<file path="config.mk">
export PLATFORM = sky130hd
export DESIGN_NAME = dmem_arbiter
export DESIGN_NICKNAME = d
export VERILOG_FILES = /design/src/rtl/orgasmall_pkg.sv /design/src/rtl/rd_return_pipe.sv /design/src/rtl/dmem_arbiter.sv
export SDC_FILE = /design/constraint.sdc
export NUM_CORES = 1
export LEC_CHECK = 0
export CORE_ASPECT_RATIO = 1.5
export CORE_UTILIZATION = 33
export CTS_CLUSTER_DIAMETER = 30
export DETAILED_ROUTE_END_ITERATION = 8
export PLACE_DENSITY = 0.78
export SLEW_MARGIN = 20
export SYNTH_ARGS = -nofsm -noshare
export SYNTH_HDL_FRONTEND = slang
export SYNTH_SLANG_ARGS = --single-unit
</file>
<file path="constraint.sdc">
create_clock -name clk -period 1.2 [get_ports clk]
set_input_delay 0.12 -clock clk [delete_from_list [all_inputs] [get_ports clk]]
set_output_delay 0.12 -clock clk [all_outputs]
set_load 0.01 [all_outputs]
</file>
<file path="src/rtl/orgasmall_pkg.sv">
// Shared types and constants for the data-memory arbiter.
//   port_idx_t : identifies one of the two arbiter ports
//   rd_tag_t   : one read-return pipeline entry {valid, owner}
package orgasmall_pkg;

  localparam int ARB_PORTS = 2;
  localparam int PORT_CPU  = 0;
  localparam int PORT_DMA  = 1;

  typedef logic [0:0] port_idx_t;

  typedef struct packed {
    logic      valid;
    port_idx_t owner;
  } rd_tag_t;

  // Port that did not take the last grant; used for round-robin fairness.
  function automatic port_idx_t other_port(input port_idx_t p);
    return ~p;
  endfunction

endpackage

</file>
<file path="src/rtl/rd_return_pipe.sv">
// Read-return tag pipeline for dmem_arbiter.
// Delays each {valid, owner} tag by DEPTH cycles so that the tag lines up
// with the memory's read data. DEPTH=0 is a straight combinational bypass.
// Ports:
//   clk, rst : system clock, asynchronous active-high reset (clears all stages)
//   tag_in   : tag issued in the grant cycle
//   tag_out  : tag whose read data is on mem_rdata this cycle
module rd_return_pipe
  import orgasmall_pkg::*;
#(
  parameter int DEPTH = 1
) (
  input  logic    clk,
  input  logic    rst,
  input  rd_tag_t tag_in,
  output rd_tag_t tag_out
);

  if (DEPTH == 0) begin : g_bypass
    logic unused_clk_rst;
    assign unused_clk_rst = clk ^ rst;
    assign tag_out        = tag_in;
  end else begin : g_shift
    rd_tag_t [DEPTH-1:0] stage;

    always_ff @(posedge clk or posedge rst) begin
      if (rst) begin
        stage <= '0;
      end else begin
        stage[0] <= tag_in;
        for (int i = 1; i < DEPTH; i++) begin
          stage[i] <= stage[i-1];
        end
      end
    end

    assign tag_out = stage[DEPTH-1];
  end

endmodule

</file>
<file path="src/rtl/dmem_arbiter.sv">
// Two-port arbiter in front of a single-port data memory.
// Port 0 is the CPU execute stage, port 1 the debug/DMA loader. At most one
// access is granted per cycle (round-robin, or CPU-first when CPU_PRIORITY=1);
// read data is routed back to the owning port READ_LATENCY cycles later.
// Ports:
//   clk, rst                  : system clock, asynchronous active-high reset
//   req/we/addr/wdata{0,1}    : requester access (held until gnt)
//   gnt{0,1}                  : combinational accept pulse
//   rvalid{0,1}, rdata{0,1}   : read return; rdata holds when rvalid=0
//   cpu_stall                 : port 0 requesting but not granted
//   mem_addr/mem_wdata/mem_we : memory command for the granted access
//   mem_rdata                 : memory read data
module dmem_arbiter
  import orgasmall_pkg::*;
#(
  parameter int WORD_SIZE    = 8,
  parameter int ADDR_SIZE    = 8,
  parameter int READ_LATENCY = 1,
  parameter int CPU_PRIORITY = 0
) (
  input  logic                 clk,
  input  logic                 rst,
  input  logic                 req0,
  input  logic                 req1,
  input  logic                 we0,
  input  logic                 we1,
  input  logic [ADDR_SIZE-1:0] addr0,
  input  logic [ADDR_SIZE-1:0] addr1,
  input  logic [WORD_SIZE-1:0] wdata0,
  input  logic [WORD_SIZE-1:0] wdata1,
  output logic                 gnt0,
  output logic                 gnt1,
  output logic                 rvalid0,
  output logic                 rvalid1,
  output logic [WORD_SIZE-1:0] rdata0,
  output logic [WORD_SIZE-1:0] rdata1,
  output logic                 cpu_stall,
  output logic [ADDR_SIZE-1:0] mem_addr,
  output logic [WORD_SIZE-1:0] mem_wdata,
  output logic                 mem_we,
  input  logic [WORD_SIZE-1:0] mem_rdata
);

  localparam port_idx_t P_CPU = port_idx_t'(PORT_CPU);
  localparam port_idx_t P_DMA = port_idx_t'(PORT_DMA);

  port_idx_t            last_q;
  logic                 pick0;
  logic                 pick1;
  rd_tag_t              tag_in;
  rd_tag_t              tag_out;
  logic [WORD_SIZE-1:0] rdata0_q;
  logic [WORD_SIZE-1:0] rdata1_q;

  // Grants are forced low while rst is high so nothing reaches the memory.
  always_comb begin
    pick0 = 1'b0;
    pick1 = 1'b0;
    if (!rst) begin
      if (req0 && req1) begin
        if (CPU_PRIORITY != 0 || other_port(last_q) == P_CPU) begin
          pick0 = 1'b1;
        end else begin
          pick1 = 1'b1;
        end
      end else begin
        pick0 = req0;
        pick1 = req1;
      end
    end
  end

  // Resetting to the DMA port makes the CPU win the first conflict.
  always_ff @(posedge clk or posedge rst) begin
    if (rst) begin
      last_q <= P_DMA;
    end else if (pick0) begin
      last_q <= P_CPU;
    end else if (pick1) begin
      last_q <= P_DMA;
    end
  end

  always_comb begin
    mem_we    = 1'b0;
    mem_addr  = '0;
    mem_wdata = '0;
    tag_in    = '0;
    if (pick0) begin
      mem_we       = we0;
      mem_addr     = addr0;
      mem_wdata    = wdata0;
      tag_in.valid = ~we0;
      tag_in.owner = P_CPU;
    end else if (pick1) begin
      mem_we       = we1;
      mem_addr     = addr1;
      mem_wdata    = wdata1;
      tag_in.valid = ~we1;
      tag_in.owner = P_DMA;
    end
  end

  rd_return_pipe #(
    .DEPTH (READ_LATENCY)
  ) u_rd_return_pipe (
    .clk     (clk),
    .rst     (rst),
    .tag_in  (tag_in),
    .tag_out (tag_out)
  );

  assign gnt0      = pick0;
  assign gnt1      = pick1;
  assign cpu_stall = ~rst & req0 & ~pick0;
  assign rvalid0   = ~rst & tag_out.valid & (tag_out.owner == P_CPU);
  assign rvalid1   = ~rst & tag_out.valid & (tag_out.owner == P_DMA);

  // Return data is live from the memory in the valid cycle and held after.
  always_ff @(posedge clk or posedge rst) begin
    if (rst) begin
      rdata0_q <= '0;
      rdata1_q <= '0;
    end else begin
      if (rvalid0) rdata0_q <= mem_rdata;
      if (rvalid1) rdata1_q <= mem_rdata;
    end
  end

  assign rdata0 = rvalid0 ? mem_rdata : rdata0_q;
  assign rdata1 = rvalid1 ? mem_rdata : rdata1_q;

endmodule

</file>
# After elaboration in Yosys (flattened, before gate mapping)
# Cells that the tools add are included.
# word_totals
reg_bits	19
output_inout_bits	38
wordCells	35
# classes
mux	18
bitwise_logic	10
n_reduce_logical	2
# ops
operator	count
two-way mux 8 bit	6
two-way mux 1 bit	10
bitwise AND 1 bit	5
NOT 1 bit	5
two-way mux 2 bit	2
nonzero test 2 bit	1
logical AND 1 bit	1

# Longest topological paths before layout
# logic_depth
depth_word	5
depth_mapped	3

# Modules after synthesis
# Synthesis repeated with hierarchy kept, for this count alone.
# hier_totals
cells_unflattened	113
hier_area_um2	1244.9
# modules_own_cells
mod	instances	cells_each	area_each_um2
dmem_arbiter	1	110	1191.1
rd_return_pipe	1	3	53.8

# Least setup slack after synthesis
# No wires, ideal clock.
# synth_timing
path_type	reg-to-output
start	reg last_q
end	out mem_addr[6]
t_arrival_ps	1152
slack_ps	-72
stages_incl_launch_ff	4
n_path_buf	1
path_cell_list	dfstp_2 -> nor2b_1 -> buf_2 -> o32ai_1
# synth_via
elab_chain_len	5
elab_cells_between_ends	8
classes_between	mux (8)
# synth_lines
item	line_no	text
start: declaration	dmem_arbiter.sv:47	port_idx_t last_q;
start signal: assignment	dmem_arbiter.sv:76	last_q <= P_DMA;
start signal: assignment	dmem_arbiter.sv:78	last_q <= P_CPU;
start signal: assignment	dmem_arbiter.sv:80	last_q <= P_DMA;
two-way mux 1 bit	dmem_arbiter.sv:61	if (CPU_PRIORITY != 0 || other_port(last_q) == P_CPU) begin
two-way mux 1 bit	dmem_arbiter.sv:60	if (req0 && req1) begin
two-way mux 1 bit	dmem_arbiter.sv:59	if (!rst) begin
two-way mux 8 bit	dmem_arbiter.sv:95	end else if (pick1) begin
two-way mux 8 bit *	dmem_arbiter.sv:89	if (pick0) begin
end: declaration	dmem_arbiter.sv:38	output logic [ADDR_SIZE-1:0] mem_addr,
# Every way passes the cells marked *; elsewhere a longest branch is shown, timed or not.

# Worst setup path after layout
# layout_timing
start	reg u_rd_return_pipe.g_shift.stage, in the netlist u_rd_return_pipe.tag_out[0]
end	out rdata0[4]
# layout_via
elab_chain_len	3
# layout_lines
item	line_no	text
start: declaration	rd_return_pipe.sv:24	rd_tag_t [DEPTH-1:0] stage;
start signal: indexed assignment	rd_return_pipe.sv:32	stage[i] <= stage[i-1];
NOT 1 bit	dmem_arbiter.sv:116	assign rvalid0 = ~rst & tag_out.valid & (tag_out.owner == P_CPU);
bitwise AND 1 bit	dmem_arbiter.sv:116	
two-way mux 8 bit	n/a	
end: declaration	dmem_arbiter.sv:35	output logic [WORD_SIZE-1:0] rdata0,
# No other way between the ends.

==> reports/results.ini <==
[run_status]
outcome=finished, violations left
violations=setup timing

[min_path]
min_path_type=input port to async pin

[sta]
timing.final.ws_setup_ns=-0.5357
worst_slew_pin_slew_ns=0.5027
rsz0062_at_grt=true
slew_violations=0
fin_tns_setup_ns=-17.51
finalHoldViolations=0
worst_clock_skew_ns=0.006884
min_period_over_period_pct=144.6
fmaxAchievable_mhz=576.1
maxSlewHeadroom_pct=66.44
period_needed_ns=1.736
setup_viol=55
timing.hold.ws_ns=0.3258

[global_routing]
track_usage_pct=20.27
grt_pass1_wl_mm=6.486
grt_overflow_total=0
antenna_found_initial=0
grt_pass1_vias=1439
grt_start_max_net_pins=26

[final_layout]
layout_common_cells=44 x clkdlybuf4s50_1, 42 x buf_6, 35 x nand2b_1, 19 x buf_2, 18 x dfrtp_1
drive_above_1_share_pct=54.74
final_net_count=279
final_common_cell=clkdlybuf4s50_1
nFillCells=295
final_core_utilization_pct=68.69
syn_to_final_growth_pct=101.3
antenna_cells=0
register_area_um2=476.7
multi_input_comb_area_um2=908.4

[yosys]
yosysSeqAreaShare_pct=35.61
synthCells=112
syn-num-nets=158
synth_seq_cells=19
yosysWarnings=0
synth_area_um2=1339
syn_area_per_cell_um2=11.95
netlist-cell-type-count=21

[place]
finalWeightedCongestion=0.7946
portBuffers=83
dpl.hpwl_mm=2.912

[setup_path]
cp_common_cell=buf_4
cp.arrival_ns=1.62
reg2reg_from=u_rd_return_pipe.tag_out[0]
worstPathMaxFanout=5
cp_cell_sequence=nor3b_2 > buf_4 > buf_4 > mux2_4 > buf_6
cp-end-kind=primary output
crit_slowest_cell=dfrtp_1
startpoint=u_rd_return_pipe.tag_out[0]
cp.required_ns=1.08
max_stage_delay_ns=0.41
cp-start-kind=register
path_class=register to primary output

[clock_tree]
htree_levels=1
cts_tree=yes
clock_sinks=19
cts_buffers=3
root_buffer=clkbuf_8
clock_path_buffers=2
clk_latency_ns=0.26
clk_pin_slew_worst_paths_ns=0.07

[die]
die_y_um=80.01
io_pins=84
die-area_um2=4321
core_um2=3924
initial_core_util_pct=34.12
row_count=28
die_x_um=54.01

[power_and_ir_drop]
p_leak_uw=0.001267
power_density_nw_per_um2=1118
ir_drop_v=0.0009174

[routing]
drt-wirelength-per-cell_um=15.48
num_vias=1352
wl_mm=4.287
first_iter_violations=18
drc=0
vias_per_cell=4.881
ant_nets=0
firstDrtPassIters=5

[job]
cap_violations=0

-- repair_timing --
item	in CTS	in global routing
hold buffers	0	0
pin swaps	8	4
cloned	2	0
endpoints found under the setup margin	46	53
resized for setup	194	22
buffers inserted	21	6
-- Yosys cell counts, drive strengths merged --
library cell | count | share of area [%]
or2 | 2 | 0.94
dfstp | 1 | 2.0
mux2 | 16 | 18
and3 | 1 | 0.47
buf | 9 | 4.5
nor3b | 1 | 0.93
nand3b | 1 | 1.5
nor2 | 3 | 0.84
a22o | 1 | 0.65
inv | 3 | 0.84
nor2b | 1 | 0.47
nand2b | 35 | 16
a21bo | 1 | 0.75
o32ai | 18 | 18
clkbuf | 1 | 0.28
dfrtp | 18 | 34
-- layer usage --
layer	vias to the layer above	wire, um	track usage, %
met5	-	0	0
met4	0	60	7.692
met3	4	199	2.286
met2	58	2493	38.89
met1	647	1533	20.98
li1	643	-	-
-- logic make-up (layout without fill, tap and decap cells) --
group,Yosys count,in the layout,synth area share (%)
flops,19,19,35.61
mux,16,16,17.94
simple gates,44,45,21.50
buf+inv,13,132,5.607
compound gates,20,20,19.35
-- where the power goes --
group	total, uW	switching [uW]	internal, uW	leakage, uW
registers	896	77.1	819	0.000234
clock network	439	203	236	0.0000228
logic	1680	614	1060	0.00101
-- registers in the layout, indices dropped and copies added (netlist names) --
signal                    cells
last_q                        1
rdata0_q                      8
u_rd_return_pipe.tag_out      2
rdata1_q                      8
-- area by class of cell --
cell class	instances	share of cell area, %
flip-flops and latches	19	17.69
well taps	45	2.089
multi-input cells	81	33.70
clock buffers	4	1.671
repair buffers	125	44.43
inverters	3	0.4178
-- critical path: cells and delay by family (launching register included) --
family        cells  cell delay (ns)
buf+inv           3             0.43
mux               1             0.30
flops             1             0.41
simple gates      1             0.22
-- stage by stage --
| step | area (um2) | power (uW) | std cells | setup slack, ns |
|---|---|---|---|---|
| 6_report | 2695 | 3013 | 277 | -0.5357 |
| 5_1_grt | 2695 | 3160 | 277 | -0.6178 |
| 4_1_cts | 2567 | 2850 | 272 | -0.4942 |
| 3_5_place_dp | 2302 | 2246 | 245 | -0.7993 |
| 3_3_place_gp | 2302 | 2190 | 245 | -0.7863 |
| 2_1_floorplan | 1339 | 1502 | 112 | -0.07246 |
-- final timing paths --
| path | end | slack, ns | cells after the start |
|---|---|---|---|
| max | rdata0[4] | -0.54 | 5 |
| min | rdata0_q[2] | 0.33 | 4 |
| max reg2reg | rdata0_q[2] | -0.25 | 5 |
| min reg2reg | rdata1_q[5] | 0.51 | 1 |
| max in group asynchronous | last_q | 0.61 | 4 |
| min in group clk | u_rd_return_pipe.tag_out[0] | 0.46 | 3 |
Power figures use the tool's default switching activity.
